<file path="src/rtl/pipe_sequencer_if.sv">
// Bus bundle between the pipeline sequencer and its surroundings: run control,
// writeback gating, register-file access and the debug port.
interface pipe_sequencer_if #(
    parameter int AW    = 3,
    parameter int DW    = 8,
    parameter int CNT_W = 16
);
    logic             run_req;
    logic             halt_req;
    logic             step_req;
    logic             pc_en;
    logic             issue_valid;
    logic             wb_valid;
    logic             pipe_we;
    logic [AW-1:0]    pipe_waddr;
    logic [DW-1:0]    pipe_wdata;
    logic [AW-1:0]    pipe_raddr;
    logic             rf_we;
    logic [AW-1:0]    rf_waddr;
    logic [DW-1:0]    rf_wdata;
    logic [AW-1:0]    rf_raddr;
    logic [DW-1:0]    rf_rdata;
    logic             dbg_req;
    logic             dbg_we;
    logic [AW-1:0]    dbg_addr;
    logic [DW-1:0]    dbg_wdata;
    logic             dbg_ack;
    logic [DW-1:0]    dbg_rdata;
    logic             halted;
    logic [CNT_W-1:0] retired_cnt;

    modport master (
        input  run_req, halt_req, step_req,
        input  pipe_we, pipe_waddr, pipe_wdata, pipe_raddr, rf_rdata,
        input  dbg_req, dbg_we, dbg_addr, dbg_wdata,
        output pc_en, issue_valid, wb_valid,
        output rf_we, rf_waddr, rf_wdata, rf_raddr,
        output dbg_ack, dbg_rdata, halted, retired_cnt
    );

    modport slave (
        output run_req, halt_req, step_req,
        output pipe_we, pipe_waddr, pipe_wdata, pipe_raddr, rf_rdata,
        output dbg_req, dbg_we, dbg_addr, dbg_wdata,
        input  pc_en, issue_valid, wb_valid,
        input  rf_we, rf_waddr, rf_wdata, rf_raddr,
        input  dbg_ack, dbg_rdata, halted, retired_cnt
    );
endinterface

</file>
<file path="src/rtl/pipe_sequencer.sv">
// Run/halt/single-step controller: gates issue, tracks valid tokens to writeback,
// drains before halting and hands the register file to the debug port while halted.
module pipe_sequencer #(
    parameter int DEPTH    = 3,
    parameter int AW       = 3,
    parameter int DW       = 8,
    parameter int CNT_W    = 16,
    parameter bit BOOT_RUN = 1'b1
) (
    input logic              clk,
    input logic              reset,
    pipe_sequencer_if.master bus
);

    typedef enum logic [1:0] {
        S_RUN,
        S_STEP,
        S_DRAIN,
        S_HALTED
    } state_t;

    state_t           r_state;
    logic             r_issue;
    logic             r_halted;
    logic [DEPTH-1:0] r_vpipe;
    logic [CNT_W-1:0] r_retired;
    logic             r_dbgAck;
    logic [DW-1:0]    r_dbgRdata;

    logic [DEPTH-1:0] w_vpipeNext;
    logic             w_wbValid;
    logic             w_grant;
    logic             w_rfWe;
    logic [AW-1:0]    w_rfWaddr;
    logic [DW-1:0]    w_rfWdata;
    logic [AW-1:0]    w_rfRaddr;

    assign w_vpipeNext = {r_vpipe[DEPTH-2:0], r_issue};
    assign w_wbValid   = r_vpipe[DEPTH-1];
    assign w_grant     = r_halted && bus.dbg_req && !r_dbgAck;

    // Halting waits until the shifted-in token vector is empty, so the last
    // real instruction has already been seen at writeback.
    always_ff @(posedge clk or negedge reset) begin
        if (!reset) begin
            r_state  <= BOOT_RUN ? S_RUN : S_HALTED;
            r_issue  <= BOOT_RUN;
            r_halted <= !BOOT_RUN;
        end else begin
            case (r_state)
                S_RUN: begin
                    if (bus.halt_req) begin
                        r_state <= S_DRAIN;
                        r_issue <= 1'b0;
                    end
                end
                S_STEP: begin
                    r_state <= S_DRAIN;
                    r_issue <= 1'b0;
                end
                S_DRAIN: begin
                    if (w_vpipeNext == '0) begin
                        r_state  <= S_HALTED;
                        r_halted <= 1'b1;
                    end
                end
                S_HALTED: begin
                    if (bus.step_req) begin
                        r_state  <= S_STEP;
                        r_issue  <= 1'b1;
                        r_halted <= 1'b0;
                    end else if (bus.run_req) begin
                        r_state  <= S_RUN;
                        r_issue  <= 1'b1;
                        r_halted <= 1'b0;
                    end
                end
                default: begin
                    r_state  <= S_HALTED;
                    r_issue  <= 1'b0;
                    r_halted <= 1'b1;
                end
            endcase
        end
    end

    always_ff @(posedge clk or negedge reset) begin
        if (!reset) begin
            r_vpipe    <= '0;
            r_retired  <= '0;
            r_dbgAck   <= 1'b0;
            r_dbgRdata <= '0;
        end else begin
            r_vpipe  <= w_vpipeNext;
            r_dbgAck <= w_grant;
            if (w_grant) begin
                r_dbgRdata <= bus.rf_rdata;
            end
            if (w_wbValid && (r_retired != '1)) begin
                r_retired <= r_retired + CNT_W'(1);
            end
        end
    end

    // The debug port owns the register file only in its grant cycle.
    always_comb begin
        w_rfWe    = bus.pipe_we & w_wbValid;
        w_rfWaddr = bus.pipe_waddr;
        w_rfWdata = bus.pipe_wdata;
        w_rfRaddr = bus.pipe_raddr;
        if (w_grant) begin
            w_rfWe    = bus.dbg_we;
            w_rfWaddr = bus.dbg_addr;
            w_rfWdata = bus.dbg_wdata;
            w_rfRaddr = bus.dbg_addr;
        end
    end

    assign bus.pc_en       = r_issue;
    assign bus.issue_valid = r_issue;
    assign bus.wb_valid    = w_wbValid;
    assign bus.halted      = r_halted;
    assign bus.rf_we       = w_rfWe;
    assign bus.rf_waddr    = w_rfWaddr;
    assign bus.rf_wdata    = w_rfWdata;
    assign bus.rf_raddr    = w_rfRaddr;
    assign bus.dbg_ack     = r_dbgAck;
    assign bus.dbg_rdata   = r_dbgRdata;
    assign bus.retired_cnt = r_retired;

endmodule

</file>
<file path="src/flat_wrapper.sv">
// flat-port wrapper written by rule: the top's interface ports become plain ports
module pipe_sequencer_flat 
#(
    parameter int DEPTH    = 3,
    parameter int AW       = 3,
    parameter int DW       = 8,
    parameter int CNT_W    = 16,
    parameter bit BOOT_RUN = 1'b1
)
  (clk, reset, bus_run_req, bus_halt_req, bus_step_req, bus_pipe_we, bus_pipe_waddr, bus_pipe_wdata, bus_pipe_raddr, bus_rf_rdata, bus_dbg_req, bus_dbg_we, bus_dbg_addr, bus_dbg_wdata, bus_pc_en, bus_issue_valid, bus_wb_valid, bus_rf_we, bus_rf_waddr, bus_rf_wdata, bus_rf_raddr, bus_dbg_ack, bus_dbg_rdata, bus_halted, bus_retired_cnt);
  pipe_sequencer_if #(.AW(AW), .DW(DW), .CNT_W(CNT_W)) bus_i ();
  input logic clk;
  input logic reset;
  input wire logic [$bits(bus_i.run_req)-1:0] bus_run_req;
  input wire logic [$bits(bus_i.halt_req)-1:0] bus_halt_req;
  input wire logic [$bits(bus_i.step_req)-1:0] bus_step_req;
  input wire logic [$bits(bus_i.pipe_we)-1:0] bus_pipe_we;
  input wire logic [$bits(bus_i.pipe_waddr)-1:0] bus_pipe_waddr;
  input wire logic [$bits(bus_i.pipe_wdata)-1:0] bus_pipe_wdata;
  input wire logic [$bits(bus_i.pipe_raddr)-1:0] bus_pipe_raddr;
  input wire logic [$bits(bus_i.rf_rdata)-1:0] bus_rf_rdata;
  input wire logic [$bits(bus_i.dbg_req)-1:0] bus_dbg_req;
  input wire logic [$bits(bus_i.dbg_we)-1:0] bus_dbg_we;
  input wire logic [$bits(bus_i.dbg_addr)-1:0] bus_dbg_addr;
  input wire logic [$bits(bus_i.dbg_wdata)-1:0] bus_dbg_wdata;
  output wire logic [$bits(bus_i.pc_en)-1:0] bus_pc_en;
  output wire logic [$bits(bus_i.issue_valid)-1:0] bus_issue_valid;
  output wire logic [$bits(bus_i.wb_valid)-1:0] bus_wb_valid;
  output wire logic [$bits(bus_i.rf_we)-1:0] bus_rf_we;
  output wire logic [$bits(bus_i.rf_waddr)-1:0] bus_rf_waddr;
  output wire logic [$bits(bus_i.rf_wdata)-1:0] bus_rf_wdata;
  output wire logic [$bits(bus_i.rf_raddr)-1:0] bus_rf_raddr;
  output wire logic [$bits(bus_i.dbg_ack)-1:0] bus_dbg_ack;
  output wire logic [$bits(bus_i.dbg_rdata)-1:0] bus_dbg_rdata;
  output wire logic [$bits(bus_i.halted)-1:0] bus_halted;
  output wire logic [$bits(bus_i.retired_cnt)-1:0] bus_retired_cnt;
  assign bus_i.run_req = bus_run_req;
  assign bus_i.halt_req = bus_halt_req;
  assign bus_i.step_req = bus_step_req;
  assign bus_i.pipe_we = bus_pipe_we;
  assign bus_i.pipe_waddr = bus_pipe_waddr;
  assign bus_i.pipe_wdata = bus_pipe_wdata;
  assign bus_i.pipe_raddr = bus_pipe_raddr;
  assign bus_i.rf_rdata = bus_rf_rdata;
  assign bus_i.dbg_req = bus_dbg_req;
  assign bus_i.dbg_we = bus_dbg_we;
  assign bus_i.dbg_addr = bus_dbg_addr;
  assign bus_i.dbg_wdata = bus_dbg_wdata;
  assign bus_pc_en = bus_i.pc_en;
  assign bus_issue_valid = bus_i.issue_valid;
  assign bus_wb_valid = bus_i.wb_valid;
  assign bus_rf_we = bus_i.rf_we;
  assign bus_rf_waddr = bus_i.rf_waddr;
  assign bus_rf_wdata = bus_i.rf_wdata;
  assign bus_rf_raddr = bus_i.rf_raddr;
  assign bus_dbg_ack = bus_i.dbg_ack;
  assign bus_dbg_rdata = bus_i.dbg_rdata;
  assign bus_halted = bus_i.halted;
  assign bus_retired_cnt = bus_i.retired_cnt;
  pipe_sequencer #(.DEPTH(DEPTH), .AW(AW), .DW(DW), .CNT_W(CNT_W), .BOOT_RUN(BOOT_RUN)) u_core (.clk(clk), .reset(reset), .bus(bus_i));
endmodule
</file>
<file path="config.mk">
export PLATFORM = sky130hd
export DESIGN_NAME = pipe_sequencer_flat
export DESIGN_NICKNAME = d
export VERILOG_FILES = /design/src/rtl/pipe_sequencer_if.sv /design/src/rtl/pipe_sequencer.sv /design/src/flat_wrapper.sv
export SDC_FILE = /design/constraint.sdc
export NUM_CORES = 1
export LEC_CHECK = 0
export CAP_MARGIN = 20
export CORE_ASPECT_RATIO = 1.25
export CORE_UTILIZATION = 35
export DETAILED_ROUTE_END_ITERATION = 10
export GPL_TIMING_DRIVEN = 1
export PLACE_DENSITY_LB_ADDON = 0.1
export SLEW_MARGIN = 20
export SYNTH_ARGS = -nofsm -noshare
export SYNTH_HDL_FRONTEND = slang
export SYNTH_SLANG_ARGS = --single-unit
export TNS_END_PERCENT = 20
</file>
<file path="constraint.sdc">
create_clock -name clk -period 1.8 [get_ports clk]
set_input_delay 0.18 -clock clk [delete_from_list [all_inputs] [get_ports clk]]
set_output_delay 0.18 -clock clk [all_outputs]
set_load 0.1 [all_outputs]
</file>
# After elaboration in Yosys (flattened, before gate mapping)
# Cells that the tools add are included.
# classes
add_sub_neg	1
n_eq_ne	7
n_mux	17
bitwise_logic	1
n_reduce_logical	11
# ops
cell	count
$add 16x1->16 const B	1
$ne 16x16->1 const B	1
$reduce_and 3->1	3
$mux 2	4
$mux 8	1
$pmux 2 s4	1
$mux 1	7
$mux 3	2
$eq 2x2->1 const B	2
$logic_and 1x1->1	3
$logic_not 3->1	1
$ne 3x3->1 const B	1
$pmux 1 s3	1
$reduce_bool 3->1	1
$eq 2x1->1 const B	1
$logic_not 2->1	1
$ne 2x1->1 const B	1
$ne 2x2->1 const B	1
$pmux 1 s2	1
$reduce_bool 2->1	1
$and 1x1->1	1
$logic_not 1->1	1
# totals
reg_bits	32
inputBits	41
output_inout_bits	44

# Logic depth before layout (Yosys ltp)
# Gate-level depths: netlist of the first run.
# logic_depth
ltp_word	3
ltp_mapped	7

# Worst setup path after synthesis of the first run
# No wires, ideal clock.
# synth_path
path_type	register -> output
start	register u_core.r_halted, in the netlist u_core.bus.halted
end	output port bus_rf_raddr[0]
t_arrival_ns	2.553
required_ns	1.620
slack_ns	-0.933
stages_incl_launch_ff	8
cell_sequence	dfrtp_1 nand2_1 or2_2 clkbuf_1 inv_1 clkbuf_1 nand2_1 nand2_1
# synth_via
elab_chain_len	3
# synth_lines
item	line_no	source
start, declared	pipe_sequencer.sv:24	logic r_halted;
start signal, assigned	pipe_sequencer.sv:48	r_halted <= !BOOT_RUN;
$logic_and 1x1->1 (2 in a row)	pipe_sequencer.sv:40	assign w_grant = r_halted && bus.dbg_req && !r_dbgAck;
$mux 3	pipe_sequencer.sv:111	if (w_grant) begin
end, declared	flat_wrapper.sv:32	output wire logic [$bits(bus_i.rf_raddr)-1:0] bus_rf_raddr;
# Every way passes these cells.

# Worst setup path in the final report of the first run
# layout_path
start	register u_core.r_halted, in the netlist u_core.bus.halted
end	output port bus_rf_wdata[2]
# layout_via
elab_chain_len	3
# layout_lines
item	line_no	source
$logic_and 1x1->1 (2 in a row)	pipe_sequencer.sv:40	
$mux 8	pipe_sequencer.sv:111	
end, declared	flat_wrapper.sv:31	output wire logic [$bits(bus_i.rf_wdata)-1:0] bus_rf_wdata;
# Every way passes these cells.

==> results of run 1 <==
[registers in the layout, summed over array words and instances (netlist names)]
| name | count |
|---|---|
| u_core.bus.retired_cnt | 16 |
| u_core.bus.dbg_rdata | 8 |
| u_core.r_vpipe | 3 |
| u_core.r_state | 2 |
| u_core.bus.dbg_ack | 1 |
| u_core.bus.halted | 1 |
| u_core.bus.issue_valid | 1 |
[cell families after synthesis]
logic type,count (synthesis),share of synthesized area
AOI/OAI and AO/OA,11,0.04403
adders and majority gates,1,0.008005
DFF,32,0.5132
and+or+nand+nor,115,0.3387
muxes,1,0.007205
xor gates and xnor gates,12,0.06725
buffers and inverters,8,0.02162
[per-layer routing]
layer  track usage  share of wire  vias up
li1              -              -      782
met1        0.2222           0.39      726
met2        0.3290           0.54       53
met3       0.06071          0.047        8
met4       0.06000          0.018        0
met5             0              0        -
[cell usage in the layout (no fill, tap or decap), types with 9 or more instances in the layout]
master / n
buf_12: 19
buf_4: 33
clkdlybuf4s50_1: 40
dfrtp_1: 12
dfrtp_2: 10
dfrtp_4: 9
nand2_1: 44
nand2_2: 15
nand2_4: 9
nor2_1: 10
xor2_1: 11
[worst paths after layout]
kind	slack (ns)	from	to	depth (start not counted)
worst max-delay path	0.02	u_core.bus.halted	bus_rf_wdata[2]	7
worst min-delay path	0.29	reset	u_core.bus.retired_cnt[13]	2
worst max register to register	0.08	u_core.bus.retired_cnt[0]	u_core.bus.retired_cnt[1]	5
worst min register to register	0.38	u_core.r_vpipe[0]	u_core.r_vpipe[1]	0
max in group asynchronous	1.19	reset	u_core.bus.issue_valid	2
min in group clk	0.38	u_core.r_vpipe[0]	u_core.r_vpipe[1]	0
[final cells by class]
type	count	area [um2]	share of cell area
timing repair buffer	94	1067	0.3487
multi-input combinational	140	969.7	0.3168
sequential	32	848.3	0.2772
clock buffer	6	82.58	0.02698
tap	56	70.07	0.02289
inverter	2	12.51	0.004088
clock inverter	2	10.01	0.003271
[critical path: cells and delay by family, from the launching register on]
family | cells | cell delay [ns]
buffers and inverters | 3 | 0.38
DFF | 1 | 0.41
and+or+nand+nor | 4 | 0.50
[power by group]
group	switching (W)	leakage (nW)	internal (W)	total [W]
combinational	0.00244	0.996	0.000994	0.00344
clock	0.000260	0.0510	0.000305	0.000565
sequential	0.000244	0.365	0.000971	0.00122
total	0.00295	1.41	0.00227	0.00522
[stage by stage]
step	setup TNS (ns)	worst slack, ns
6_report	0	0.02407
3_3_place_gp	0	0.03174
5_1_grt	-0.07190	-0.02027
2_1_floorplan	-0.9303	-0.2366
4_1_cts	-0.006448	-0.006448
3_5_place_dp	0	0.02493
[what timing repair did]
item	4_1_cts	5_1_grt
buffers inserted	2	0
pin swaps	1	1
gates resized for setup	17	6
cloned	1	0
hold buffers	0	0
endpoints found under the hold margin	0	0
setup endpoints to repair	15	16
==> flow_summary.toml, run 1 <==
[cells_and_area]
layout.cells.non_filler = 332
n_antenna_cell = 0
syn_to_final_growth_pct = 95.84
utilization = 0.7293
nets = 317
drive_above_1_share = 0.4420
fillers = 319
finalInstanceArea_mm2 = 0.003060

[logic_synthesis]
synth_common_cells = "nand2_1, dfrtp_1, xor2_1"
yosysSeqAreaShare = 0.5132
yosys.area.top_type_share = 0.4964
syn_avg_cell_area_um2 = 8.682
synthTopCellsByArea = "dfrtp_1, nand2_1, xor2_1"
synthFlopType = "dfrtp_1"
synth_area_leader_cell = "dfrtp_1"
netlist_instances = 180
yosysMostFrequentCell = "nand2_1"
netlist_area_mm2 = 0.001563
synth-edff-count = 0
async_flop_share = 1.000
synth.distinct_cells = 28
syn-num-nets = 222
synth-seq-cells = 32
yosys_warnings = 0

[global_routing]
antenna_found_initial = 0
grt_pass1_wl_um = 6858
grt_start_max_net_pins = 33
grt_use_total = 0.1932
grt_pass1_vias = 1541
gr-total-overflow = 0

[sta]
post-route-period-util = 0.9866
worst_slew_pin_slew_ns = 0.3850
fmax_mhz = 563.1
slew_violations = 0
hold_viol_final = 0
slew_headroom = 0.7434
fin_crit_ns = 1.776
grt_setup_unrepaired = "yes"
setup_violations = 0
skew_ns = 0.009575
holdWs_ns = 0.2863

[clocking]
clk_pin_slew_ns = 0.07
cts_root_buf = "clkbuf_8"
insertion_delay_ns = 0.28
h-tree-depth = 2
cts_sinks = 32
cts_buffers = 5
clockBufferDepth = 2
cts_tree = "yes"

[setup_path]
cp.required_ns = 1.62
path_max_fanout = 5
slowest_delay_ns = 0.41
crit_slowest_cell = "dfrtp_4"
worstSetupEndpointType = "output pin"
crit_type = "flop to output pin"
worst_ep_arrival_time_ns = 1.60
cp_cell_sequence = "nand2_1 -> or2_4 -> inv_6 -> buf_6 -> nand2_2 -> nand2_8 -> buf_12"
start_kind = "flop"

[floorplanning]
core_mm2 = 0.004197
rows = 26
start_util = 0.3724
die_w_um = 61.77
die_h_um = 76.71
io_pins = 85
die-area_mm2 = 0.004738

[run]
cap_violations = 0

[placement]
io_buffers = 84
dpl.cell_count = 321
placedInstanceArea_mm2 = 0.002859
gp_congestion = 0.7962
post-dp-hpwl_um = 3271

[detailed_routing]
ant_nets = 0
drc = 0
vias = 1569
drt-total-wl_um = 4185
drtIter0Drc = 85
via_per_inst = 4.726
first_pass_iters = 5
wire_per_inst_um = 12.61

[power]
powerDensity_mw_per_mm2 = 1705
ir_drop_mv = 1.603
p_leak_nw = 1.411
total_power_w = 0.005217

[run_status]
status = "finished clean"

[min_path]
holdCritPathClass = "input pin to async pin"
Power figures use the tool's default switching activity.
==> run 2, diff against run 1 <==
Settings changed: CORE_ASPECT_RATIO 1.25 to unset.
==> flow_summary.toml, run 2 (synthesized netlist as in run 1, its figures left out) <==
[cells_and_area]
multiInputGateArea_um2 = 973.4
drive_above_1_share = 0.4368
syn_to_final_growth_pct = 93.75
final_cell_mix = "nand2_1, clkdlybuf4s50_1, buf_4, buf_12, nand2_2"
final_common_cell = "nand2_1"
layout.cells.non_filler = 327
largest_reg_flops = 16
n_antenna_cell = 0
nets = 318
seq_area_um2 = 848.3
fillers = 326
finalInstanceArea_mm2 = 0.003028

[detailed_routing]
vias = 1547
ant_nets = 0
via_per_inst = 4.731
wire_per_inst_um = 13.09
first_pass_iters = 4
drc = 0
drt-total-wl_um = 4282
drtIter0Drc = 52

[sta]
fmax_mhz = 569.2
grt_setup_unrepaired = "yes"
fin_crit_ns = 1.757
worst_slew_pin_slew_ns = 0.3934
skew_ns = 0.01005
slew_violations = 0
hold_viol_final = 0
setup_violations = 0
slew_headroom = 0.7377
post-route-period-util = 0.9761

[global_routing]
use_met3 = 0.05757
grt_use_total = 0.1815
grt_pass1_wl_um = 6279
grt_pass1_vias = 1357
antenna_found_initial = 0
grtUsageMet2 = 0.2904
use_met1 = 0.2469
top_usage_layer = "met2"
gr-total-overflow = 0
grt_start_max_net_pins = 33

[setup_path]
slowest_delay_ns = 0.48
worstSetupEndpointType = "output pin"
cp.required_ns = 1.62
path_max_fanout = 4
crit_type = "flop to output pin"
cp_cell_sequence = "or2_4 -> inv_2 -> buf_4 -> nand2_2 -> nand2_8 -> buf_12"
reg2regPathDepth = 5
worst_ep_arrival_time_ns = 1.58
start_kind = "flop"
crit_slowest_cell = "dfrtp_4"

[placement]
io_buffers = 84
placedInstanceArea_mm2 = 0.002859
gp_congestion = 0.7539
dpl.cell_count = 316
post-dp-hpwl_um = 3360

[clocking]
cts_tree = "yes"
insertion_delay_ns = 0.28
clockBufferDepth = 2
cts_hold_buf = 0
clk_pin_slew_ns = 0.07
h-tree-depth = 2
cts_sinks = 32
cts_buffers = 5
cts_root_buf = "clkbuf_8"

[run_status]
status = "finished clean"

[floorplanning]
die-area_mm2 = 0.004736
start_util = 0.3771
rows = 23
die_w_um = 68.82
core_mm2 = 0.004144
io_pins = 85
die_h_um = 68.82

[min_path]
holdCritPathClass = "input pin to async pin"

[power]
p_leak_nw = 1.390
ir_drop_mv = 1.383
powerDensity_mw_per_mm2 = 1718

[run]
cap_violations = 0
-- run 2: cell count changes in the layout (fill, tap and decap cells not counted), moves of 2 or more --
| cell | delta |
|---|---|
| buf_4 | +3 |
| clkbuf_1 | +2 |
| clkinv_2 | -2 |
| nand2_1 | +2 |
| nand2_4 | -2 |
-- run 2: metrics by stage --
stage               setup TNS [ns]  hold slack, ns  total power, W  utilization  setup WS, ns
global route              -0.06812          0.3377        0.005424       0.7307      -0.03652
CTS                              0          0.3118        0.005151       0.7180       0.01813
global placement                 0          0.3609        0.004525       0.6899       0.04055
floorplan                  -0.9303         -0.1156        0.003620            -       -0.2366
detailed placement               0          0.3619        0.004562       0.6899       0.03681
finish                           0          0.3012        0.005203       0.7307       0.04300
-- run 2: repair_timing --
| action | 4_1_cts | 5_1_grt |
|---|---|---|
| gates resized for setup | 11 | 6 |
| pin swaps | 1 | 4 |
| setup endpoints to repair | 15 | 7 |
| buffers inserted | 0 | 3 |
-- run 2: final timing paths --
path / startpoint / slack, ns / endpoint
worst min register to register: u_core.r_vpipe[0] / 0.38 / u_core.r_vpipe[1]
worst min-delay path: reset / 0.30 / u_core.bus.retired_cnt[9]
worst max register to register: u_core.bus.retired_cnt[0] / 0.06 / u_core.bus.retired_cnt[1]
worst max-delay path: u_core.bus.dbg_ack / 0.04 / bus_rf_wdata[3]
max in group asynchronous: reset / 1.17 / u_core.bus.issue_valid
min in group clk: u_core.r_vpipe[0] / 0.38 / u_core.r_vpipe[1]
-- run 2: area by class of cell --
cell class	count	share of cell area
Timing Repair Buffer	95	0.3455
Multi-Input combinational cell	140	0.3215
Sequential cell	32	0.2802
Clock buffer	8	0.02975
Tap cell	50	0.02066
Inverter	2	0.002479
-- run 2: power by group --
part / internal (W) / total (W) / leakage, nW / switching, W
combinational: 0.000992 / 0.00342 / 0.980 / 0.00242
clock: 0.000312 / 0.000558 / 0.0455 / 0.000246
sequential: 0.000972 / 0.00123 / 0.365 / 0.000258
total: 0.00228 / 0.00520 / 1.39 / 0.00293
-- run 2: per-layer routing --
| metal | part of all wire | routed length, um | vias to the layer above |
|---|---|---|---|
| met5 | 0 | 0 | - |
| li1 | - | - | 786 |
| met2 | 0.51 | 2187 | 42 |
| met1 | 0.43 | 1861 | 715 |
| met3 | 0.051 | 218 | 4 |
| met4 | 0.0033 | 14 | 0 |
-- run 2: critical path: cells and delay by family, from the launching register on --
kind	cells	cell delay (ns)
flip-flops	1	0.48
AND/OR/NAND/NOR	3	0.44
buffers and inverters	3	0.38
